$ cat config.mk
export PLATFORM = sky130hd
export DESIGN_NAME = sd_cmd_frame_serializer
export DESIGN_NICKNAME = d
export VERILOG_FILES = /design/src/rtl/sd_cmd_pkg.sv /design/src/rtl/sd_cmd_frame_serializer_crc7.sv /design/src/rtl/sd_cmd_frame_serializer.sv
export SDC_FILE = /design/constraint.sdc
export NUM_CORES = 1
export LEC_CHECK = 0
export CAP_MARGIN = 20
export CORE_ASPECT_RATIO = 1.25
export CORE_MARGIN = 1
export CORE_UTILIZATION = 48
export CTS_CLUSTER_DIAMETER = 60
export DETAILED_ROUTE_END_ITERATION = 8
export HOLD_SLACK_MARGIN = 0.12
export PLACE_DENSITY = 0.83
export SYNTH_ARGS = -nofsm -noshare
export SYNTH_HDL_FRONTEND = slang
export SYNTH_SLANG_ARGS = --single-unit
$ cat constraint.sdc
create_clock -name sd_clock -period 2.8 [get_ports sd_clock]
set_clock_uncertainty 0.1 [all_clocks]
set_input_delay 0.56 -clock sd_clock [delete_from_list [all_inputs] [get_ports sd_clock]]
set_output_delay 0.56 -clock sd_clock [all_outputs]
set_load 0.03 [all_outputs]
$ cat src/rtl/sd_cmd_pkg.sv
// Shared definitions for the SD CMD-line frame path: FSM states, CRC7 constants
// and a one-bit CRC7 update used by both the transmit and receive sides.
package sd_cmd_pkg;

  typedef enum logic [1:0] {
    ST_IDLE  = 2'd0,
    ST_SHIFT = 2'd1,
    ST_CRC   = 2'd2,
    ST_END   = 2'd3
  } tx_state_e;

  localparam logic [6:0] CRC7_POLY       = 7'h09;
  localparam int         CRC7_LEN        = 7;
  localparam int         CMD_PAYLOAD_LEN = 40;
  localparam int         R2_PAYLOAD_LEN  = 135;

  // x^7 + x^3 + 1, feedback taken from the MSB.
  function automatic logic [6:0] crc7_step(input logic [6:0] crc, input logic din);
    logic fb;
    fb = din ^ crc[6];
    return {crc[5:0], 1'b0} ^ (fb ? CRC7_POLY : 7'h00);
  endfunction

endpackage

$ cat src/rtl/sd_cmd_frame_serializer_crc7.sv
// Serial CRC7 accumulator, one bit per shift_en cycle; shared with the
// response receive path.
module crc7_serial
  import sd_cmd_pkg::*;
(
  input  logic       sd_clock,
  input  logic       reset,
  input  logic       clear,
  input  logic       shift_en,
  input  logic       din,
  output logic [6:0] crc
);

  logic [6:0] crc_q;
  logic [6:0] crc_d;

  // Clear wins over shift so a new frame always starts from zero.
  always_comb begin
    crc_d = crc_q;
    if (clear) begin
      crc_d = '0;
    end else if (shift_en) begin
      crc_d = crc7_step(crc_q, din);
    end
  end

  always_ff @(posedge sd_clock or negedge reset) begin
    if (!reset) begin
      crc_q <= '0;
    end else begin
      crc_q <= crc_d;
    end
  end

  assign crc = crc_q;

endmodule

$ cat src/rtl/sd_cmd_frame_serializer.sv
// CMD-line frame transmitter: variable-length MSB-first payload, optional CRC7,
// end bit, with pad output enable and load/complete/length-error handshakes.
module sd_cmd_frame_serializer
  import sd_cmd_pkg::*;
#(
  parameter int PAYLOAD_MAX = 136,
  parameter int LEN_W       = 8
) (
  input  logic                   sd_clock,
  input  logic                   reset,
  input  logic                   enable,
  input  logic                   load_send,
  input  logic [LEN_W-1:0]       frame_len,
  input  logic                   crc_en,
  input  logic [PAYLOAD_MAX-1:0] parallel,
  output logic                   serial,
  output logic                   cmd_oe,
  output logic                   busy,
  output logic                   ack,
  output logic                   complete,
  output logic                   len_err
);

  localparam logic [LEN_W-1:0] MAX_LEN  = LEN_W'(PAYLOAD_MAX);
  localparam logic [LEN_W-1:0] CNT_ONE  = LEN_W'(1);
  localparam logic [LEN_W-1:0] CRC_LAST = LEN_W'(CRC7_LEN - 1);

  tx_state_e              state_q, state_d;
  logic [PAYLOAD_MAX-1:0] shreg_q, shreg_d;
  logic [LEN_W-1:0]       bit_cnt_q, bit_cnt_d;
  logic                   crc_en_q, crc_en_d;
  logic                   serial_q, serial_d;
  logic                   cmd_oe_q, cmd_oe_d;
  logic                   ack_q, ack_d;
  logic                   complete_q, complete_d;
  logic                   len_err_q, len_err_d;

  logic                   crc_clear;
  logic                   crc_shift;
  logic [6:0]             crc_value;
  logic                   len_ok;

  assign len_ok = (frame_len != '0) && (frame_len <= MAX_LEN);

  crc7_serial u_crc7 (
    .sd_clock (sd_clock),
    .reset    (reset),
    .clear    (crc_clear),
    .shift_en (crc_shift),
    .din      (shreg_q[PAYLOAD_MAX-1]),
    .crc      (crc_value)
  );

  // The line is registered one cycle behind the state, so END spends one
  // enabled cycle launching the end bit and a second one retiring the frame.
  always_comb begin
    state_d    = state_q;
    shreg_d    = shreg_q;
    bit_cnt_d  = bit_cnt_q;
    crc_en_d   = crc_en_q;
    serial_d   = serial_q;
    cmd_oe_d   = cmd_oe_q;
    ack_d      = 1'b0;
    complete_d = 1'b0;
    len_err_d  = 1'b0;
    crc_clear  = 1'b0;
    crc_shift  = 1'b0;

    case (state_q)
      ST_IDLE: begin
        if (load_send) begin
          if (len_ok) begin
            shreg_d   = parallel;
            bit_cnt_d = frame_len - CNT_ONE;
            crc_en_d  = crc_en;
            crc_clear = 1'b1;
            ack_d     = 1'b1;
            state_d   = ST_SHIFT;
          end else begin
            len_err_d = 1'b1;
          end
        end
      end

      ST_SHIFT: begin
        if (enable) begin
          serial_d  = shreg_q[PAYLOAD_MAX-1];
          cmd_oe_d  = 1'b1;
          shreg_d   = {shreg_q[PAYLOAD_MAX-2:0], 1'b0};
          crc_shift = 1'b1;
          if (bit_cnt_q == '0) begin
            if (crc_en_q) begin
              state_d   = ST_CRC;
              bit_cnt_d = CRC_LAST;
            end else begin
              state_d   = ST_END;
              bit_cnt_d = CNT_ONE;
            end
          end else begin
            bit_cnt_d = bit_cnt_q - CNT_ONE;
          end
        end
      end

      ST_CRC: begin
        if (enable) begin
          serial_d = crc_value[bit_cnt_q[2:0]];
          if (bit_cnt_q == '0) begin
            state_d   = ST_END;
            bit_cnt_d = CNT_ONE;
          end else begin
            bit_cnt_d = bit_cnt_q - CNT_ONE;
          end
        end
      end

      ST_END: begin
        if (enable) begin
          serial_d = 1'b1;
          if (bit_cnt_q != '0) begin
            bit_cnt_d = '0;
          end else begin
            cmd_oe_d   = 1'b0;
            complete_d = 1'b1;
            state_d    = ST_IDLE;
          end
        end
      end

      default: begin
        state_d = ST_IDLE;
      end
    endcase
  end

  always_ff @(posedge sd_clock or negedge reset) begin
    if (!reset) begin
      state_q    <= ST_IDLE;
      shreg_q    <= '0;
      bit_cnt_q  <= '0;
      crc_en_q   <= 1'b0;
      serial_q   <= 1'b1;
      cmd_oe_q   <= 1'b0;
      ack_q      <= 1'b0;
      complete_q <= 1'b0;
      len_err_q  <= 1'b0;
    end else begin
      state_q    <= state_d;
      shreg_q    <= shreg_d;
      bit_cnt_q  <= bit_cnt_d;
      crc_en_q   <= crc_en_d;
      serial_q   <= serial_d;
      cmd_oe_q   <= cmd_oe_d;
      ack_q      <= ack_d;
      complete_q <= complete_d;
      len_err_q  <= len_err_d;
    end
  end

  assign serial   = serial_q;
  assign cmd_oe   = cmd_oe_q;
  assign busy     = (state_q != ST_IDLE);
  assign ack      = ack_q;
  assign complete = complete_q;
  assign len_err  = len_err_q;

endmodule

==> results.py, run 1 <==
metrics = {
    "layout": {
        "multiInputGateArea_mm2": 0.00343,
        "area_delta_synth_final_pct": 32.7,
        "final_common_cell": "o22ai_1",
        "fin_util_pct": 65.8,
        "final_area_mm2": 0.0104,
        "layout_common_cells": "271 x o22ai_1, 158 x dfrtp_1, 153 x clkdlybuf4s50_1",
        "fillers": 1252,
        "fin_nets": 1100,
        "seqCellArea_mm2": 0.00398,
        "diodes": 0,
        "drive_gt1_share_pct": 8.91,
        "fin_cells": 1166,
    },
    "sta": {
        "grt_setup_unrepaired": "no",
        "fmax_mhz": 385,
        "setup_ws_ns": 0.203,
        "period_needed_ns": 2.60,
        "hold_violations": 0,
        "setup_viol": 0,
        "slew_headroom_pct": 42.3,
        "slew_viol_final": 0,
        "finalCritPeriodShare_pct": 92.7,
        "tightest_slew_ns": 0.866,
    },
    "worst_hold_path": {
        "min_path_type": "register to register",
        "min_to": "cmd_oe$_DFFE_PN0P_",
        "min_from": "cmd_oe$_DFFE_PN0P_",
        "min_path_cells": 2,
    },
    "outcome": {
        "status": "complete, no violations",
    },
    "critical_path": {
        "r2r-start": "bit_cnt_q[1]$_DFFE_PN0P_",
        "cp-start-kind": "register",
        "reg2regPathDepth": 8,
        "r2r_slack_ns": 0.59,
        "crit_type": "register to output port",
        "required_ns": 2.14,
        "critPathMaxFanout": 8,
        "cp.arrival_ns": 1.94,
        "r2r-end": "bit_cnt_q[2]$_DFFE_PN0P_",
        "end_kind": "output port",
    },
    "die": {
        "std_cell_rows": 51,
        "die_w_um": 116,
        "initial_core_util_pct": 49.6,
        "dieArea_mm2": 0.0168,
        "core_mm2": 0.0158,
        "ios": 155,
        "die_h_um": 145,
    },
    "detailed_routing": {
        "ant_nets": 0,
        "drt_wl_total_um": 21200,
        "viasPerCell": 6.38,
        "num_vias": 7438,
        "drt_iter0_markers": 741,
        "wl_per_cell_um": 18.2,
        "drc": 0,
        "dr.pass1.iters": 5,
    },
    "synth": {
        "synth_nets": 971,
        "synth_compound_area_share_pct": 35.2,
        "netlist_instances": 813,
        "synthSimpleGateAreaFrac_pct": 4.95,
        "yosysTopAreaCellShare_pct": 50.6,
        "yosysSeqAreaShare_pct": 50.9,
        "synth_top_family_by_area": "compound AO/OA/AOI/OAI gates",
        "ys.flop_type": "dfrtp_1",
        "synth.area.top_cells": "dfrtp_1 51%, o22ai_1 22%, a21oi_1 9.5%, clkbuf_1 2.6%, ha_1 1.4%",
        "synth_fa_ha_area_share_pct": 1.44,
        "synth.largest_area_cell": "dfrtp_1",
        "synth-edff-count": 0,
        "synth_xor_area_share_pct": 0.897,
        "synth_area_mm2": 0.00781,
        "syn_area_per_cell_um2": 9.61,
        "async_flop_share_pct": 100,
        "yosys_warnings": 0,
        "synth.distinct_cells": 53,
        "ys_ff_latch": 159,
        "synthMuxAreaShare_pct": 1.12,
    },
    "clocking": {
        "clkLatencyLatePin_ns": 0.43,
        "cts_tree": "done",
        "htree_levels": 4,
        "cts_buffers": 17,
        "postCtsSetupRepairBufs": 0,
        "cts_resized": 0,
        "cts_buffer_depth": 2,
        "cts.sinks": 159,
        "root_buffer": "clkbuf_16",
        "clk_pin_slew_ns": 0.06,
    },
    "placed_design": {
        "io_buffers": 154,
        "place_area_mm2": 0.00969,
        "placed_cells": 1134,
        "gp_congestion": 0.825,
        "hpwl_um": 13500,
        "dp_slack_ns": -0.0429,
    },
    "grt": {
        "grtUsageTotal_pct": 26.3,
        "grt_remaining_overflow": 0,
        "grt_start_max_net_pins": 83,
        "antenna_found_initial": 2,
        "grt_first_pass_wirelength_um": 34700,
        "grt_pass1_vias": 7221,
    },
    "job": {
        "max_cap_violations": 0,
    },
    "power": {
        "cellLeakagePower_nw": 3.80,
        "p_per_area_mw_per_mm2": 1210,
        "vdd_drop_max_v": 0.000553,
        "total_power_mw": 12.6,
    },
}
## per-layer routing
metal	vias up	track usage (%)	part of all wire, %
met3	67	5.45	5.9
met2	310	42.1	49
met5	-	0	0.12
met4	4	12.3	3.4
met1	3598	33.9	42
li1	3459	-	-
## state kept, by name, indices dropped and copies added (netlist names)
signal and flops:
ack 1, bit_cnt_q 8, cmd_oe 1, complete 1, crc_en_q 1, len_err 1
serial 1, shreg_q 136, state_q 2, u_crc7.crc 7
## power breakdown
part	switching, mW	leakage [nW]	internal (mW)	total, mW
clock network	0.913	0.317	1.67	2.58
registers	0.852	1.72	3.36	4.22
logic	3.22	1.76	2.58	5.79
## worst max-delay path: stages (launching register included)
cell and delay [ns]:
dfrtp_1 0.44, inv_1 0.14, ha_4 0.22, inv_1 0.06, clkdlybuf4s50_1 0.65
## final cells by class
type                       instances  area share (%)
tap                              212            2.56
multi-input combinational        558            33.1
clock inverter                    10            1.76
clock buffer                      21            4.63
timing repair buffer             192            19.0
sequential                       159            38.4
inverter                          14           0.531
## through the flow
stage	hold WS [ns]	TNS, ns
after floorplan	0.164	0
after global placement	0.416	0
after detailed placement	0.433	-0.436
after CTS	0.450	0
after global routing	0.465	0
final	0.449	0
## cells by family (layout without fill, tap and decap cells)
kind of cell	Yosys count	after routing
AO/OA/AOI/OAI	454	454
AND/OR/NAND/NOR	80	80
buffers and inverters	96	237
flip-flops	159	159
XOR/XNOR	8	8
multiplexers	7	7
adder cells (fa/ha/maj)	9	9
## how the worst max path moves through the flow
stage	from	to	slack (ns)	cells after the start
6_report	state_q[0]$_DFFE_PN0P_	busy	0.20	4
5_1_grt	state_q[0]$_DFFE_PN0P_	busy	0.12	4
4_1_cts	state_q[0]$_DFFE_PN0P_	busy	0.19	4
3_5_place_dp	frame_len[1]	shreg_q[4]$_DFFE_PN0P_	-0.04	10
3_3_place_gp	frame_len[0]	shreg_q[8]$_DFFE_PN0P_	0.04	10
2_1_floorplan	state_q[0]$_DFFE_PN0P_	busy	0.50	6
## repair_timing
item,in CTS,in global routing
endpoints found under the hold margin,58,0
hold buffers,1,0
endpoints found under the setup margin,0,0
## synth_stat cells, drive strengths merged (2+ instances only)
library cell,n
o22ai,271
dfrtp,158
a21oi,149
clkbuf,54
nand2,29
buf,28
nor2,21
inv,14
ha,9
nand3,7
xnor2,6
nor3,5
o2bb2ai,5
mux2,4
o21ai,4
and2,3
nor2b,3
o22a,3
a22oi,2
a32oi,2
a41oi,2
mux2i,2
nand3b,2
nand4,2
o211ai,2
o31ai,2
or4,2
xor2,2
Note: power is estimated with default switching activity, not from simulation.
==> run 2: changes to the inputs <==
Settings changed: SYNTH_HIERARCHICAL set to 1.
==> results.py, run 2 <==
metrics = {
    "outcome": {
        "status": "complete, no violations",
    },
    "synth": {
        "async_flop_share_pct": 100,
        "synth.largest_area_cell": "dfrtp_1",
        "synth-edff-count": 0,
        "synth_common_cells": "273 x o22ai_1, 158 x dfrtp_1, 141 x a21oi_1",
        "netlist_instances": 799,
        "ys_ff_latch": 159,
        "yosysMostFrequentCell": "o22ai_1",
        "yosys_warnings": 6,
        "syn_area_per_cell_um2": 9.82,
        "yosysTopAreaCellShare_pct": 50.4,
        "synth_area_mm2": 0.00785,
        "synth.distinct_cells": 56,
        "synth_nets": 956,
        "yosysSeqAreaShare_pct": 50.7,
        "ys.flop_type": "dfrtp_1",
        "synth.area.top_cells": "dfrtp_1 50%, o22ai_1 22%, a21oi_1 9.0%, clkbuf_1 2.2%, buf_4 1.7%",
    },
    "clocking": {
        "clk_pin_slew_ns": 0.07,
        "root_buffer": "clkbuf_16",
        "htree_levels": 4,
        "cts_buffer_depth": 2,
        "clkLatencyLatePin_ns": 0.43,
        "cts_tree": "done",
        "cts.sinks": 159,
        "postCtsSetupRepairBufs": 0,
        "cts_buffers": 17,
    },
    "die": {
        "dieArea_mm2": 0.0169,
        "std_cell_rows": 51,
        "initial_core_util_pct": 49.8,
        "ios": 155,
        "die_w_um": 116,
        "core_mm2": 0.0158,
        "die_h_um": 145,
    },
    "sta": {
        "period_needed_ns": 2.55,
        "slew_headroom_pct": 58.5,
        "grt_setup_unrepaired": "no",
        "slew_viol_final": 0,
        "tightest_slew_ns": 0.623,
        "setup_viol": 0,
        "fmax_mhz": 392,
        "hold_violations": 0,
        "finalCritPeriodShare_pct": 91.0,
    },
    "power": {
        "total_power_mw": 12.4,
        "vdd_drop_max_v": 0.000741,
        "p_per_area_mw_per_mm2": 1210,
        "cellLeakagePower_nw": 3.72,
    },
    "layout": {
        "largest_register_ffs": 136,
        "fin_nets": 1074,
        "diodes": 0,
        "drive_gt1_share_pct": 7.96,
        "layout_common_cells": "273 x o22ai_1, 158 x dfrtp_1, 152 x clkdlybuf4s50_1",
        "area_delta_synth_final_pct": 30.4,
        "final_common_cell": "o22ai_1",
        "final_area_mm2": 0.0102,
        "fin_util_pct": 64.9,
        "regMostFlops": "shreg_q",
    },
    "critical_path": {
        "cp-start-kind": "register",
        "required_ns": 2.14,
        "r2r-end": "bit_cnt_q[6]$_DFFE_PN0P_",
        "r2r-start": "bit_cnt_q[0]$_DFFE_PN0P_",
        "critPathMaxFanout": 17,
        "path_depth": 4,
        "end_kind": "output port",
        "path_cells": "inv_1 > ha_4 > inv_1 > dlygate4sd2_1",
        "reg2regPathDepth": 7,
        "r2r_slack_ns": 0.50,
        "cpMostUsedCell": "inv_1",
        "critPathTopFamily": "buffers and inverters",
        "cp_num_buf_inv": 3,
        "cp.arrival_ns": 1.89,
        "crit_type": "register to output port",
        "slowest_delay_ns": 0.46,
        "worst_path_max_delay_cell": "dfrtp_1",
    },
    "job": {
        "max_cap_violations": 0,
    },
    "worst_hold_path": {
        "min_path_cells": 2,
        "min_from": "u_crc7/crc[3]$_DFFE_PN0P_",
        "min_path_type": "register to register",
        "min_to": "u_crc7/crc[3]$_DFFE_PN0P_",
    },
    "detailed_routing": {
        "dr.pass1.iters": 5,
        "drt_wl_total_um": 20800,
        "ant_nets": 0,
        "wl_per_cell_um": 18.2,
        "drc": 0,
        "viasPerCell": 6.41,
        "drt_iter0_markers": 739,
        "num_vias": 7318,
    },
    "grt": {
        "grt_start_max_net_pins": 136,
        "grt_use_met3_pct": 6.47,
        "grt_pass1_vias": 7069,
        "grt_first_pass_wirelength_um": 34200,
        "use_met2_pct": 40.1,
        "grt-busiest-layer": "met2",
        "use_met1_pct": 33.2,
        "grt_remaining_overflow": 0,
        "grtUsageTotal_pct": 25.4,
        "antenna_found_initial": 0,
    },
    "placed_design": {
        "gp_congestion": 0.864,
        "hpwl_um": 12500,
        "place_area_mm2": 0.00955,
        "io_buffers": 154,
    },
}
[run 2: logic make-up after synthesis]
logic type      share of synthesized area [%]
fa+ha+maj                                1.28
mux                                      1.83
flops                                    50.7
xor+xnor                                0.893
simple gates                             4.37
compound gates                           35.0
buf+inv                                  5.93
[run 2: stage by stage]
| step | hold WS, ns | worst slack (ns) | TNS (ns) | instances |
|---|---|---|---|---|
| floorplan | 0.164 | 0.608 | 0 | 799 |
| global placement | 0.411 | 0.0332 | 0 | 1108 |
| detailed placement | 0.421 | -0.0319 | -0.0894 | 1108 |
| CTS | 0.432 | 0.256 | 0 | 1141 |
| global route | 0.444 | 0.179 | 0 | 1142 |
| finish | 0.428 | 0.252 | 0 | 1142 |
[run 2: area by class of cell]
cell class | instances | area, um^2
Inverter | 14 | 55.1
Tap cell | 212 | 265
Sequential cell | 159 | 3980
Clock buffer | 19 | 443
Clock inverter | 13 | 203
Timing Repair Buffer | 179 | 1860
Multi-Input combinational cell | 546 | 3420
Fill cell | 1291 | 5530
[run 2: power by group]
part / total, mW / internal [mW] / switching [mW]
logic: 5.64 / 2.46 / 3.18
registers: 4.20 / 3.36 / 0.840
clock network: 2.55 / 1.54 / 1.01
total: 12.4 / 7.35 / 5.03
[run 2: timing repair]
item | CTS | global route
resized for setup | 1 | 0
endpoints found under the setup margin | 1 | 0
hold endpoints to repair | 58 | 0
hold buffers | 1 | 0
[run 2: worst max path at each step]
| stage | startpoint | to |
|---|---|---|
| final | state_q[0]$_DFFE_PN0P_ | busy |
| after global routing | state_q[0]$_DFFE_PN0P_ | busy |
| after CTS | state_q[0]$_DFFE_PN0P_ | busy |
| after detailed placement | frame_len[1] | shreg_q[115]$_DFFE_PN0P_ |
| after global placement | frame_len[1] | state_q[0]$_DFFE_PN0P_ |
| after floorplan | bit_cnt_q[0]$_DFFE_PN0P_ | bit_cnt_q[1]$_DFFE_PN0P_ |
[run 2: layer usage]
metal | share of wire, % | up-vias
met5 | 0 | -
met4 | 1.9 | 0
met3 | 6.3 | 39
met2 | 51 | 288
met1 | 41 | 3582
li1 | - | 3409
[run 2: worst min-delay path: cells and delay by family (launching register included)]
family	cells	cell delay (ns)
AO/OA/AOI/OAI	1	0.07
flip-flops	1	0.37
AND/OR/NAND/NOR	1	0.06
